File: src/rtl/soc_system_sysid_watchdog.sv
// Per-transaction cycle counter for the sysid checker; used only when
// SYSID_CHECK_WATCHDOG_EN is defined.
module soc_system_sysid_watchdog #(
    parameter int LIMIT = 1024
) (
    input  logic clock,
    input  logic reset,
    input  logic clear,
    input  logic enable,
    output logic expired
);
    localparam int W = $clog2(LIMIT + 1);

    logic [W-1:0] count;

    always_ff @(posedge clock or posedge reset) begin
        if (reset) begin
            count <= '0;
        end else if (clear) begin
            count <= '0;
        end else if (enable && (count != W'(LIMIT))) begin
            count <= count + 1'b1;
        end
    end

    // Fires in the cycle whose edge would bring the count to LIMIT, so a state
    // lasts exactly LIMIT cycles before the FSM leaves it.
    assign expired = enable && (count == W'(LIMIT - 1));

endmodule

File: config.mk
export PLATFORM = sky130hd
export DESIGN_NAME = soc_system_sysid_watchdog
export DESIGN_NICKNAME = d
export VERILOG_FILES = /design/src/rtl/soc_system_sysid_watchdog.sv
export SDC_FILE = /design/constraint.sdc
export NUM_CORES = 1
export LEC_CHECK = 0
export CAP_MARGIN = 0
export CORE_MARGIN = 2
export CORE_UTILIZATION = 43
export DETAILED_ROUTE_END_ITERATION = 8
export GPL_ROUTABILITY_DRIVEN = 0
export SLEW_MARGIN = 25
export SYNTH_ARGS = -nofsm -noshare
export SYNTH_HDL_FRONTEND = slang
export SYNTH_SLANG_ARGS = --single-unit
File: constraint.sdc
create_clock -name clock -period 3.1 [get_ports clock]
set_clock_uncertainty 0.15 [all_clocks]
set_input_delay 0.31 -clock clock [delete_from_list [all_inputs] [get_ports clock]]
set_output_delay 0.31 -clock clock [all_outputs]
set_load 0.01 [all_outputs]
* After elaboration in Yosys (flattened, before gate mapping)
Index checks and enable logic that the tools add are counted.
Widths: inputs -> output; s select.
** Word-level totals
- Register bits :: 11
- Latch bits :: 0
- RAM bits :: 0
- ROM bits :: 0
- Input port bits :: 4
- Memories :: 0
** Cells by class
- Add/subtract/negate cells :: 1
- Multipliers :: 0
- Div/mod/pow operators :: 0
- Magnitude comparators :: 0
- Eq/ne operators :: 2
- Shift-type cells :: 0
- Muxes and demuxes :: 2
- Bitwise operators :: 0
- Reduce and logical (&&, ||, !) cells :: 3
** Operators with widths (count)
- $mux 11 :: 2
- $add 11x1->11 const B :: 1
- $eq 11x10->1 const B :: 1
- $ne 11x11->1 const B :: 1
- $logic_and 1x1->1 :: 2
- $reduce_bool 2->1 :: 1

* Logic depth before layout (Yosys ltp)
Gate-level depths: netlist of the first run.
- Depth in word-level cells :: 4
- Gate-level depth with buffers :: 5

* Worst setup path after synthesis of the first run
Ideal clock, no wire load.
- Kind :: register to output
- Start :: register count[0]
- End :: output port expired
- Data arrival time :: 1173 ps
- Data required time :: 2640 ps
- Slack :: 1467 ps
- Stages on the path, launching flop included :: 4
- Buffers on the path :: 0
- Cell sequence :: dfrtp_1 -> ha_1 -> nand4_1 -> nor4_1
** Between the ends
- Word-level cells in the longest chain between the ends :: 2
** RTL lines
- start: declaration :: line 14 : logic [W-1:0] count;
- start signal: assignment :: line 22 : count <= count + 1'b1;
- $eq 11x10->1 :: line 28 : assign expired = enable && (count == W'(LIMIT - 1));
- $logic_and 1x1->1 :: line 28
- end: declaration :: line 10 : output logic expired
No other way between the ends.

* Worst setup path in the final report of the first run
- Start :: input port enable
- End :: output port expired
** Between the ends
- Word-level cells in the longest chain between the ends :: 1
** RTL lines
- start: declaration :: line 9 : input logic enable,
- $logic_and 1x1->1 :: line 28
No other way between the ends.

==> results of run 1 <==
==> metal layers <==
layer	track usage (%)	vias up	part of all wire [%]
met4	10.3	0	1.8
met1	18.7	255	50
li1	-	274	-
met3	5.83	2	3.7
met5	0	-	0
met2	25.3	10	44
==> logic make-up after synthesis <==
family / share of synthesized area [%]
AND/OR/NAND/NOR: 31.2
AO/OA/AOI/OAI: 17.5
flip-flops: 40.9
buffers and inverters: 4.09
XOR/XNOR: 2.60
adder cells (fa/ha/maj): 3.72
==> power breakdown <==
| part | total, uW | switching (uW) | internal, uW | leakage (uW) |
|---|---|---|---|---|
| sequential | 150 | 4.29 | 146 | 0.000152 |
| combinational | 21.8 | 12.1 | 9.70 | 0.000139 |
| clock | 103 | 53.4 | 50.0 | 0.0000150 |
| total | 275 | 69.7 | 205 | 0.000306 |
==> how the worst max path moves through the flow <==
stage | startpoint | slack, ps | cells after the start | end
2_1_floorplan | count[0] | 1470 | 3 | expired
3_3_place_gp | enable | 670 | 4 | expired
3_5_place_dp | enable | 640 | 4 | expired
4_1_cts | count[0] | 630 | 4 | expired
5_1_grt | count[0] | 490 | 4 | expired
6_report | enable | 650 | 4 | expired
==> synth_stat cells, types with 3 or more instances <==
library cell / count
inv_1: 5
nand4_1: 3
o21ai_0: 3
a21oi_1: 8
nand2_1: 4
dfrtp_1: 11
==> layout make-up <==
type | count | area (sq um) | share of cell area [%]
Sequential cell | 11 | 275 | 36.7
Clock buffer | 4 | 26.3 | 3.50
Inverter | 5 | 18.8 | 2.50
Tap cell | 16 | 20.0 | 2.67
Timing Repair Buffer | 4 | 40.0 | 5.33
Multi-Input combinational cell | 51 | 370 | 49.3
==> critical path: cells and delay by family <==
family / cells / cell delay, ps
buffers and inverters: 2 / 1250
AND/OR/NAND/NOR: 2 / 430
==> stage by stage <==
step                      instance area [sq um]  hold slack, ps  power [uW]  std cells
after global placement                      724             423         175         87
after detailed placement                    724             421         175         87
final                                       751             177         275         91
after floorplan                             673            12.4         167         69
after CTS                                   751             197         278         91
after global routing                        751             232         287         91
==> layout by cell type (no fill, tap or decap), types with 3 or more instances in the layout <==
cell              n
a21oi_1           8
clkbuf_4          3
clkdlybuf4s50_1   4
dfrtp_1          11
inv_1             5
nand2_1           4
nand4_1           3
o21ai_0           3
==> results.md, run 1 <==
- H-tree lvl count: 1
- Number of buffers created by CTS: 3
- Count of different cell masters after synthesis: 30
- Synthesis-to-layout area growth: 11.5%
- Aggregate negative setup slack: 0 ps
- Portion of the post-synthesis area used by sequential elements: 40.9%
- Total Wirelength: 1.35 mm
- Number of nets in the layout: 82
- Post-DR wirelength/cell: 14.8 microns
- Detailed placer's ending HPWL: 914 microns
- Maxcap violations: 0
- Syn Std Cell Area: 673 sq um
- Number of hold buffers added after cts: 0
- Worst reg-to-reg path cell count: 4
- Slowest-stage cell, CP: clkdlybuf4s50_1
- Net count of the mapped netlist: 75
- Drt drc: 0
- Critical-path cell list: clkdlybuf4s50_1 > nand4_1 > nor4_1 > clkdlybuf4s50_1
- Final number of setup-violating endpoints: 0
- Status: finished clean
- Standard-cell row count: 14
- Path type of the worst setup path: input pin to primary output
- Dominant cell type by area after synthesis: dfrtp_1
- Data required time of the critical path: 2640 ps
- N_diodes: 0
- Post-Place Worst Slack: 638 ps
- Area of the die: 0.00190 sq mm
- Worst voltage drop across the vdd grid: 0.247 mV
- Number of gates resized after CTS: 0
- Number of iterations in the first detailed-routing pass: 4
- Clock network latency to the later pin of the worst-skew pair: 280 ps
- Aggregate global-route resource usage: 16.2%
- Setup crit start kind: input pin
- Via count of the first global-routing pass: 511
- Final critical-path setup slack: 649 ps
- Gate count of the mapped netlist: 69
- Starting utilization of the core area: 45.2%
- I/O pin cnt: 5
- Launch point of the worst reg-to-reg path: count[0]
- Chip Height: 43.6 microns
- Max FFs per register: 11
- Final worst-path cycle share: 79.1%
- Pwr per Cell Area: 366 mW/mm^2
- Kind of capture point of the worst setup path: primary output
- Synth area leaders: dfrtp_1 (41%), a21oi_1 (5.9%), ha_1 (3.7%)
- Worst min-delay path category: input pin to async pin
- Top register by number of flip-flops: count
- Headroom to the max-slew limit: 67.4%
- Vias/cell: 5.95
- Highest clock rate: 408 MHz
- Data arrival time of the worst path: 1990 ps
- Share of the synthesized area in the top cell type: 40.9%
- Total core area: 0.00149 sq mm
- Slack of the worst reg-to-reg path: 1370 ps
- Clock net sink count: 11
- PortBufs: 4
- Via count: 541
- Fraction of layout cells with a size suffix above 1: 16.0%
- Slew @ Worst Pin: 486 ps
- Remaining number of nets flagged by the antenna check after routing: 0
- Leading registers by flop count: count: 11 flops
- Post-layout minimum cycle time: 2450 ps
- Share of the core filled with cells: 50.4%
- Final number of hold-violating endpoints: 0
- Largest net degree at the start of global routing: 14
- Clock Root Buffer: clkbuf_4
- Initial antenna violation count: 0
- Standby leakage power: 0.000306 uW
- Highest fanout seen on the critical path: 8
- Clock Path Buffers: 2
- Post-synthesis average cell area: 9.76 sq um
- Slowest cell delay on critical path: 650 ps
- Synth warn: 0
- Width of the die: 43.6 microns
- First-pass GRT wire length: 2.20 mm
- Most prevalent standard cell on the critical path: clkdlybuf4s50_1
- Total congestion overflow after global routing: 0
- Dominant register cell in the synthesized netlist: dfrtp_1
- Number of enable-type register cells in the synthesized netlist: 0
- Post-CTS Repair Setup Buffers: 0
- RSZ-0062 raised after global routing: no
- End of the worst register-to-register path: count[8]
- Filler instances: 141
- CTS tree: built
- Clk slew on worst S/H paths: 70 ps
- Detailed router's first-iteration violation count: 6
- Max-slew violation count: 0
- Synth Register Bits: 11
- Fraction of registers with async set or reset after synthesis: 100%
(Power assumes the default switching activity.)
==> inputs of run 2 (changes only) <==
clock period = 2.09 ns   (was 3.1 ns; I/O delays follow)
==> run 2 against run 1 <==
Effect of this change:
- largest cell class unchanged
- sequential cell count unchanged
- hold slack worse by 95 ps
- utilization up 5.9 points
- final cell count up 12%
==> results.md, run 2 (synthesis gave the netlist of run 1 again) <==
- Vias/cell: 5.99 (+0.76%)
- Seq. cell area: 275 sq um (unchanged)
- Reg power frac: 52.1% (-2.4 points)
- Detailed router's first-iteration violation count: 10 (+4)
- Number of iterations in the first detailed-routing pass: 4 (unchanged)
- Placed cells: 98 (+13%)
- Aggregate negative setup slack: 0 ps (unchanged)
- H-tree lvl count: 1 (unchanged)
- Worst min-delay path category: input pin to async pin
- Setup crit start kind: flop
- Post-Place Worst Slack: 18.7 ps (-619 ps)
- Remaining number of nets flagged by the antenna check after routing: 0 (unchanged)
- Final number of hold-violating endpoints: 0 (unchanged)
- Worst voltage drop across the vdd grid: 0.307 mV (+24%)
- Fraction of layout cells with a size suffix above 1: 27.9% (+12 points)
- Via count of the first global-routing pass: 597 (+17%)
- Total Wirelength: 1.57 mm (+17%)
- Via count: 611 (+13%)
- Path type of the worst setup path: flop to primary output
- RSZ-0062 raised after global routing: no
- Final worst-path cycle share: 88.0%
- Pwr per Cell Area: 499 mW/mm^2 (+36%)
- Max FFs per register: 11 (unchanged)
- Placed cell areas: 807 sq um (+11%)
- Starting utilization of the core area: 45.2% (unchanged)
- Max-slew violation count: 0 (unchanged)
- Leading registers by flop count: count: 11 flops
- Highest fanout seen on the critical path: 5 (-3)
- Final number of setup-violating endpoints: 0 (unchanged)
- Post-layout minimum cycle time: 1840 ps
- Number of hold buffers added after cts: 0 (unchanged)
- I/O pin cnt: 5 (unchanged)
- Number of nets in the layout: 93 (+13%)
- Clock net sink count: 11 (unchanged)
- Clock Root Buffer: clkbuf_4
- Detailed placer's ending HPWL: 1.08 mm (+18%)
- Slowest-stage cell, CP: dfrtp_1
- P_sw: 106 uW (+52%)
- Number of buffers created by CTS: 3 (unchanged)
- Largest net degree at the start of global routing: 12 (-2)
- CTS tree: built
- Internal portion of total power: 312 uW (+52%)
- Clock Power Share: 36.7% (-0.9 points)
- Kind of capture point of the worst setup path: primary output
- Data arrival time of the worst path: 1480 ps (-510 ps)
- Status: finished clean
- Initial antenna violation count: 0 (unchanged)
- Critical-path cell list: nand4_2 > nor4_2 > dlygate4sd2_1
- Final critical-path setup slack: 251 ps (-398 ps)
- Post-route cell area: 838 sq um (+12%)
- Slew @ Worst Pin: 444 ps (-42.0 ps)
- Chip Height: 43.6 microns (unchanged)
- Drt drc: 0 (unchanged)
- Aggregate global-route resource usage: 19.8% (+3.6 points)
- Total core area: 0.00149 sq mm (unchanged)
- Area of the die: 0.00190 sq mm (unchanged)
- PortBufs: 4 (unchanged)
- Highest clock rate: 544 MHz
- Total area of multi-input combinational cells: 377 sq um (+1.7%)
- Clock Path Buffers: 2 (unchanged)
- Width of the die: 43.6 microns (unchanged)
- Total power after layout: 418 uW (+52%)
- Combinational fraction of design power: 11.2% (+3.3 points)
- Headroom to the max-slew limit: 70.4% (+3.0 points)
- Top register by number of flip-flops: count
- Top library cells by usage in the layout, fill and taps aside: dfrtp_1 (11), buf_4 (11), a21oi_1 (8)
- Fraction of power spent switching nets: 25.3% (-0.038 points)
- Maxcap violations: 0 (unchanged)
- First-pass GRT wire length: 2.80 mm (+27%)
- Data required time of the critical path: 1730 ps (-910 ps)
- Non-filler instance count after layout: 102 (+12%)
- Clk slew on worst S/H paths: 80 ps (about the same)
- Filler instances: 135 (-4.3%)
- Total congestion overflow after global routing: 0 (unchanged)
- Clock network latency to the later pin of the worst-skew pair: 270 ps (about the same)
- Standard-cell row count: 14 (unchanged)
- Slowest cell delay on critical path: 440 ps (-210 ps)
- N_diodes: 0 (unchanged)
- Standby leakage power: 0.000365 uW (+19%)
- Synthesis-to-layout area growth: 24.5%
- Post-DR wirelength/cell: 15.4 microns (+4.2%)
-- run 2: cell types whose count changed in the layout (fill, tap and decap cells not counted) --
cell | previous run | this run
nor4_1 | 1 | 0
dlygate4sd2_1 | 0 | 1
clkdlybuf4s50_1 | 4 | 3
buf_4 | 0 | 11
nor4_2 | 2 | 3
-- run 2: power by group through the flow --
stage	Clock (uW)	Combinational, uW	Sequential, uW
4_1_cts	162	47.5	218
3_5_place_dp	0	46.9	222
5_1_grt	167	52.4	219
2_1_floorplan	0	22.6	225
6_report	153	47.0	218
3_3_place_gp	0	46.1	222
-- run 2: cell type report --
type	instances	area share, %
tap	16	2.39
multi-input combinational	51	44.9
timing repair buffer	15	14.5
inverter	5	2.24
sequential	11	32.8
clock buffer	4	3.13
-- run 2: timing repair --
action / CTS / global route
resized for setup: 2 / 0
endpoints found under the setup margin: 1 / 0
endpoints found under the hold margin: 0 / 0
setup buffers: 0 / 0
-- run 2: critical path: cells and delay by family (launching register included) --
kind,cells,cell delay (ps)
flip-flops,1,440
buffers and inverters,1,300
AND/OR/NAND/NOR,2,460
-- run 2: through the flow --
step	utilization, %	hold WS [ps]
after floorplan	-	-88.6
after detailed placement	54.2	390
final	56.3	82.1
after global placement	54.2	383
after CTS	56.3	90.7
after global routing	56.3	127
-- run 2: final timing paths --
| path | from | endpoint | slack, ps | cells after the start |
|---|---|---|---|---|
| max | count[5] | expired | 250 | 3 |
| min | reset | count[1] | 80 | 2 |
| max reg2reg | count[0] | count[0] | 400 | 6 |
| min reg2reg | count[8] | count[8] | 450 | 2 |
| max in group asynchronous | reset | count[7] | 1400 | 2 |
| min in group clock | count[8] | count[8] | 450 | 2 |
-- run 2: per-layer routing --
| metal | track usage, % | wire length, microns | share of wire (%) | up-vias |
|---|---|---|---|---|
| li1 | - | - | - | 296 |
| met1 | 29.0 | 694 | 44 | 294 |
| met2 | 27.9 | 770 | 49 | 19 |
| met3 | 2.92 | 95 | 6.0 | 2 |
| met4 | 10.9 | 10 | 0.64 | 0 |
| met5 | 0 | 0 | 0 | - |
==> inputs of run 3 (changes only) <==
TNS_END_PERCENT = 30   (was default)
==> results of run 3 <==
Same layout as run 2: the final DEF is identical, and so are final timing and power.
